<file path="src/rtl/sipo_deserializer.sv">
// -----------------------------------------------------------------------------
// sipo_deserializer
//
// Serial-in / parallel-out frame deserializer with a ready/valid output
// handshake. A frame starts on a bit qualified by both bit_valid and
// frame_start. It is WIDTH data bits long, plus one even-parity bit when the
// SIPO_PARITY_EN macro is defined. Bit order is chosen per frame by shift_dir,
// which is sampled together with bit 0. A word that completes while the
// previous word is still pending and not being accepted is dropped, and the
// sticky overrun flag is set.
//
// Configuration macro:
//   SIPO_PARITY_EN  defined   : WIDTH data bits + 1 even-parity bit per frame,
//                               parity_err reports the check result.
//                   undefined : WIDTH data bits per frame, parity_err is 0.
//
// Ports:
//   clk          in   clock; all state changes on the rising edge
//   reset        in   asynchronous, active-high reset
//   serial_in    in   serial data bit, sampled only when bit_valid=1
//   bit_valid    in   qualifies serial_in for one cycle
//   frame_start  in   marks serial_in as bit 0 of a new frame (needs bit_valid)
//   shift_dir    in   0 = LSB first, 1 = MSB first; sampled with bit 0
//   out_ready    in   downstream accepts par_out while out_valid=1
//   par_out      out  [WIDTH] assembled word
//   out_valid    out  par_out holds an unconsumed word
//   busy         out  frame in progress
//   overrun      out  sticky: a completed word was dropped
//   parity_err   out  even-parity failure of the word in par_out
// -----------------------------------------------------------------------------
//
// state     | meaning
// ----------+-------------------------------------------------------------
// ST_IDLE   | no frame in progress; only a frame_start bit is accepted
// ST_SHIFT  | collecting data bits 1..WIDTH-1 of the current frame
// ST_PARITY | all data bits held, waiting for the parity bit (parity build)
// -----------------------------------------------------------------------------

module sipo_deserializer #(
    parameter int WIDTH = 8
) (
    input  logic             clk,
    input  logic             reset,
    input  logic             serial_in,
    input  logic             bit_valid,
    input  logic             frame_start,
    input  logic             shift_dir,
    input  logic             out_ready,
    output logic [WIDTH-1:0] par_out,
    output logic             out_valid,
    output logic             busy,
    output logic             overrun,
    output logic             parity_err
);

    localparam int CW = $clog2(WIDTH + 1);
    localparam int IW = $clog2(WIDTH);

    localparam logic [1:0] ST_IDLE   = 2'd0;
    localparam logic [1:0] ST_SHIFT  = 2'd1;
`ifdef SIPO_PARITY_EN
    localparam logic [1:0] ST_PARITY = 2'd2;
`endif

    localparam logic [CW-1:0] CNT_ONE  = CW'(1);
    localparam logic [CW-1:0] CNT_LAST = CW'(WIDTH - 1);
    localparam logic [IW-1:0] MSB_IDX  = IW'(WIDTH - 1);
    localparam logic [IW-1:0] LSB_IDX  = '0;

    logic [1:0]       state;
    logic [CW-1:0]    bit_cnt;
    logic [WIDTH-1:0] shift_reg;
    logic             dir_q;

    logic [1:0]       nxt_state;
    logic [CW-1:0]    nxt_cnt;
    logic [WIDTH-1:0] nxt_shift;
    logic             nxt_dir;
    logic             done;
    logic [WIDTH-1:0] done_word;
    logic             done_perr;
    logic [WIDTH-1:0] placed;
    logic [IW-1:0]    wr_idx;

    // -------------------------------------------------------------------------
    // Frame assembly
    // -------------------------------------------------------------------------
    always_comb begin
        nxt_state = state;
        nxt_cnt   = bit_cnt;
        nxt_shift = shift_reg;
        nxt_dir   = dir_q;
        done      = 1'b0;
        done_word = shift_reg;
        done_perr = 1'b0;

        // Data bit k of the frame lands at k (LSB first) or WIDTH-1-k (MSB
        // first). Only meaningful in ST_SHIFT, where bit_cnt is 1..WIDTH-1.
        wr_idx = dir_q ? (MSB_IDX - bit_cnt[IW-1:0]) : bit_cnt[IW-1:0];
        placed = shift_reg;

        if (bit_valid) begin
            if (frame_start) begin
                // Start or restart: any partial frame is silently discarded.
                nxt_state = ST_SHIFT;
                nxt_cnt   = CNT_ONE;
                nxt_dir   = shift_dir;
                nxt_shift = '0;
                nxt_shift[shift_dir ? MSB_IDX : LSB_IDX] = serial_in;
            end else begin
                case (state)
                    ST_SHIFT: begin
                        placed[wr_idx] = serial_in;
                        if (bit_cnt == CNT_LAST) begin
`ifdef SIPO_PARITY_EN
                            nxt_state = ST_PARITY;
                            nxt_cnt   = bit_cnt + 1'b1;
                            nxt_shift = placed;
`else
                            done      = 1'b1;
                            done_word = placed;
                            nxt_state = ST_IDLE;
                            nxt_cnt   = '0;
                            nxt_shift = '0;
`endif
                        end else begin
                            nxt_cnt   = bit_cnt + 1'b1;
                            nxt_shift = placed;
                        end
                    end
`ifdef SIPO_PARITY_EN
                    ST_PARITY: begin
                        // Even parity: data bits plus parity bit must XOR to 0.
                        done      = 1'b1;
                        done_word = shift_reg;
                        done_perr = (^shift_reg) ^ serial_in;
                        nxt_state = ST_IDLE;
                        nxt_cnt   = '0;
                        nxt_shift = '0;
                    end
`endif
                    default: begin
                        // Idle bits without frame_start are dropped; an
                        // unreachable encoding falls back to idle.
                        nxt_state = ST_IDLE;
                        nxt_cnt   = '0;
                    end
                endcase
            end
        end
    end

    always_ff @(posedge clk or posedge reset) begin
        if (reset) begin
            state     <= ST_IDLE;
            bit_cnt   <= '0;
            shift_reg <= '0;
            dir_q     <= 1'b0;
            busy      <= 1'b0;
        end else begin
            state     <= nxt_state;
            bit_cnt   <= nxt_cnt;
            shift_reg <= nxt_shift;
            dir_q     <= nxt_dir;
            busy      <= (nxt_state != ST_IDLE);
        end
    end

    // -------------------------------------------------------------------------
    // Output word and handshake
    // -------------------------------------------------------------------------
    // A word completing in the same edge as the pending one is accepted
    // replaces it and keeps out_valid high. If the pending word is not being
    // accepted, the new word is dropped and overrun latches until reset.
    always_ff @(posedge clk or posedge reset) begin
        if (reset) begin
            par_out    <= '0;
            out_valid  <= 1'b0;
            overrun    <= 1'b0;
            parity_err <= 1'b0;
        end else begin
            if (done) begin
                if (out_valid && !out_ready) begin
                    overrun <= 1'b1;
                end else begin
                    par_out    <= done_word;
                    parity_err <= done_perr;
                    out_valid  <= 1'b1;
                end
            end else if (out_valid && out_ready) begin
                out_valid <= 1'b0;
            end
        end
    end

endmodule

</file>
<file path="config.mk">
export PLATFORM = sky130hd
export DESIGN_NAME = sipo_deserializer
export DESIGN_NICKNAME = d
export VERILOG_FILES = /design/src/rtl/sipo_deserializer.sv
export SDC_FILE = /design/constraint.sdc
export NUM_CORES = 1
export LEC_CHECK = 0
export ABC_AREA = 1
export CAP_MARGIN = 20
export CORE_MARGIN = 2
export CORE_UTILIZATION = 40
export DETAILED_ROUTE_END_ITERATION = 8
export PLACE_DENSITY = 0.71
export SLEW_MARGIN = 20
export SYNTH_ARGS = -nofsm -noshare
export SYNTH_HDL_FRONTEND = slang
export SYNTH_SLANG_ARGS = --single-unit
</file>
<file path="constraint.sdc">
create_clock -name clk -period 2.1 [get_ports clk]
set_clock_uncertainty 0.2 [all_clocks]
set_input_delay 0.21 -clock clk [delete_from_list [all_inputs] [get_ports clk]]
set_output_delay 0.21 -clock clk [all_outputs]
set_load 0.05 [all_outputs]
</file>
==> run_results.csv <==
group,metric,value,unit
yosys,ys_ff_latch,26,
yosys,yosysMostFrequentCell,"nand2_1",
setup_path,cp_top_family,"buffers and inverters",
sta,finalCritPeriodShare,0.9154,
finish,multiInputGateArea,581.8,um2
yosys,synth_top_family_by_area,"simple AND/OR/NAND/NOR gates",
setup_path,crit_path_start_kind,"flop",
sta,setup_viol,0,
worst_hold_path,hold_class,"in2async",
power_and_ir_drop,power_frac_clock,0.228,
placement,dpl.hpwl,1878,um
clocking,cts_resized,0,
clocking,path_clk_slew,150,ps
detailed_routing,drc,0,
die,rows,21,
detailed_routing,drtPass1Iterations,4,
finish,fin_util,0.4949,
detailed_routing,drtAntennaViolNets,0,
power_and_ir_drop,p_sw,573.3,uW
die,core_area,0.003284,mm2
setup_path,slowest_stage,"clkdlybuf4s50_1",
outcome,outcome,"completed",
placement,placed_cells,233,
sta,fin_ws,177.7,ps
power_and_ir_drop,p_sw_frac,0.3761,
power_and_ir_drop,power_density,937.8,mW/mm2
yosys,ys_warn_count,0,
job,cap_violations,0,
clocking,cts_hold_buf,0,
finish,layout-drive-gt1-share,0.1152,
setup_path,timing.rr.start,"bit_cnt[0]",
sta,fin_setup_tns,0,ps
sta,finalHoldViolCount,0,
global_route,grt_pass1_wl,4312,um
setup_path,cpPeakStageDelay,800,ps
yosys,synthMuxAreaShare,0,
yosys,synth_commonest_cells,"nand2_1, dfrtp_1, nand3_1, inv_1, nor2_1",
setup_path,endpoint_kind,"output pin",
placement,io_buffers,17,
finish,fillers,318,
yosys,async_flop_share,1.000,
sta,drv_slew,0,
clocking,cts_tree,"built",
yosys,synth_area_per_cell,7.912,um2
die,die_h,61.99,um
clocking,postCtsSetupBuffers,0,
power_and_ir_drop,cell_internal_pwr,951.0,uW
yosys,synth-main-ff-cell,"dfrtp_1",
die,dieArea,0.003842,mm2
clocking,clk_path_buf_depth,2,
setup_path,path_depth,1,
finish,diodes,0,
setup_path,critPathLaunch,"par_out[4]",
yosys,yosys.area_share.adder,0.009302,
detailed_routing,drt-vias-per-instance,4.595,
sta,maxSlewHeadroom,0.6622,
global_route,grt_pass1_vias,1008,
setup_path,crit_buf_inv,1,
global_route,grt_max_degree,27,
die,initial_core_util,0.4095,
yosys,syn-cell-area,0.001345,mm2
placement,post-place-ws,216.2,ps
sta,min_period,1922,ps
setup_path,arrival,1510,ps
yosys,synth-edff-count,0,
die,ioPinCount,19,
power_and_ir_drop,sequentialPowerShare,0.414,
yosys,ys_seq_area_frac,0.4837,
finish,layout-area-overhead-vs-synth,20.84,%
placement,gp_congestion,0.8248,
yosys,netlist_instances,170,
detailed_routing,finalWirelength,2567,um
global_route,antenna_found_initial,0,
clocking,clockRootBuffer,"clkbuf_4",
clocking,numClockSinks,26,
setup_path,path_cells,"clkdlybuf4s50_1",
yosys,synth_compound_area_frac,0.08093,
clocking,numCtsBuffers,3,
power_and_ir_drop,pwr-share-comb,0.359,
detailed_routing,drt_iter0_markers,22,
finish,nNetsFinal,200,
yosys,synth_cell_types,27,
clocking,cts.htree.levels,1,
detailed_routing,wl_per_cell,10.83,um
yosys,synth-simple-area-share,0.3330,
global_route,grtUsageTotal,0.1535,
global_route,grt_overflow,0,
sta,grt_setup_unrepaired,"no",
die,die_w,61.99,um
detailed_routing,dr_total_vias,1089,
setup_path,worst-r2r-cell-count,8,
power_and_ir_drop,vdd_drop_max,0.5147,mV
sta,worst_slew_pin_slew,505.2,ps
setup_path,required,1690,ps
finish,ff_latch_area,650.6,um2
finish,final_cell_count_no_fill,237,
yosys,synth_top_cell_by_area,"dfrtp_1",
clocking,insertion_delay,330,ps
sta,fmaxAchievable,0.5202,GHz
yosys,synth_top_area_share,0.4837,
setup_path,critPathKind,"reg2out",
power_and_ir_drop,leakagePower,0.0008347,uW
yosys,synth.area.top_cells,"dfrtp_1, nand2_1, nand3_1",
yosys,syn-num-nets,178,
setup_path,crit_path_max_fanout,2,
yosys,synth_xor_area_frac,0.006512,
[worst min-delay path: cells and delay by family]
family                 cells  cell delay (ps)
buffers and inverters      3              750
[metrics by stage]
stage | total power (uW) | hold WS, ps | cell area (um2)
floorplan | 1031 | 50.02 | 1345
global placement | 1184 | 261.6 | 1573
detailed placement | 1187 | 262.1 | 1573
CTS | 1535 | 14.76 | 1625
global route | 1613 | 52.39 | 1625
finish | 1524 | 9.935 | 1625
[placed cells by master (no fill, tap or decap), drive strengths merged]
| cell | instances |
|---|---|
| xor2 | 1 |
| a21oi | 3 |
| o21bai | 6 |
| nor3 | 2 |
| bufinv | 1 |
| ha | 1 |
| a22oi | 1 |
| nand4 | 3 |
| inv | 24 |
| or2 | 2 |
| clkdlybuf4s50 | 17 |
| nand2 | 56 |
| clkinv | 2 |
| buf | 2 |
| dfrtp | 26 |
| nor2 | 10 |
| o21ai | 4 |
| clkbuf | 3 |
| conb | 1 |
| nand3 | 24 |
| o211ai | 1 |
| o22ai | 1 |
[power by group through the flow]
| stage | registers [uW] | logic [uW] | clock network, uW |
|---|---|---|---|
| 6_report | 630 | 547 | 347 |
| 3_5_place_dp | 641 | 546 | 0 |
| 2_1_floorplan | 783 | 248 | 0 |
| 3_3_place_gp | 641 | 543 | 0 |
| 5_1_grt | 640 | 605 | 368 |
| 4_1_cts | 631 | 550 | 355 |
[worst paths after layout]
check	endpoint	slack, ps
setup / recovery	par_out[4]	180
hold / removal	par_out[3]	10
setup reg to reg	shift_reg[3]	430
hold reg to reg	shift_reg[2]	290
max in group asynchronous	bit_cnt[2]	1440
min in group clk	shift_reg[2]	290
[cells by family after synthesis]
family          Yosys count
compound gates           16
other cells               1
fa+ha+maj                 1
xor+xnor                  1
flops                    26
buf+inv                  28
simple gates             97
[area by class of cell]
class	count	area share
Sequential cell	26	0.4003
Multi-Input combinational cell	116	0.3580
Timing Repair Buffer	19	0.1139
Inverter	26	0.06005
Tap cell	46	0.03541
Clock inverter	1	0.01848
Clock buffer	3	0.01386
[metal layers]
| layer | wire length, um | vias to the layer above | track usage |
|---|---|---|---|
| met4 | 48 | 0 | 0.07295 |
| met5 | 0 | - | 0 |
| met3 | 93 | 5 | 0.02070 |
| met2 | 1149 | 25 | 0.2381 |
| li1 | - | 581 | - |
| met1 | 1275 | 478 | 0.2124 |
Power figures use the tool's default switching activity.
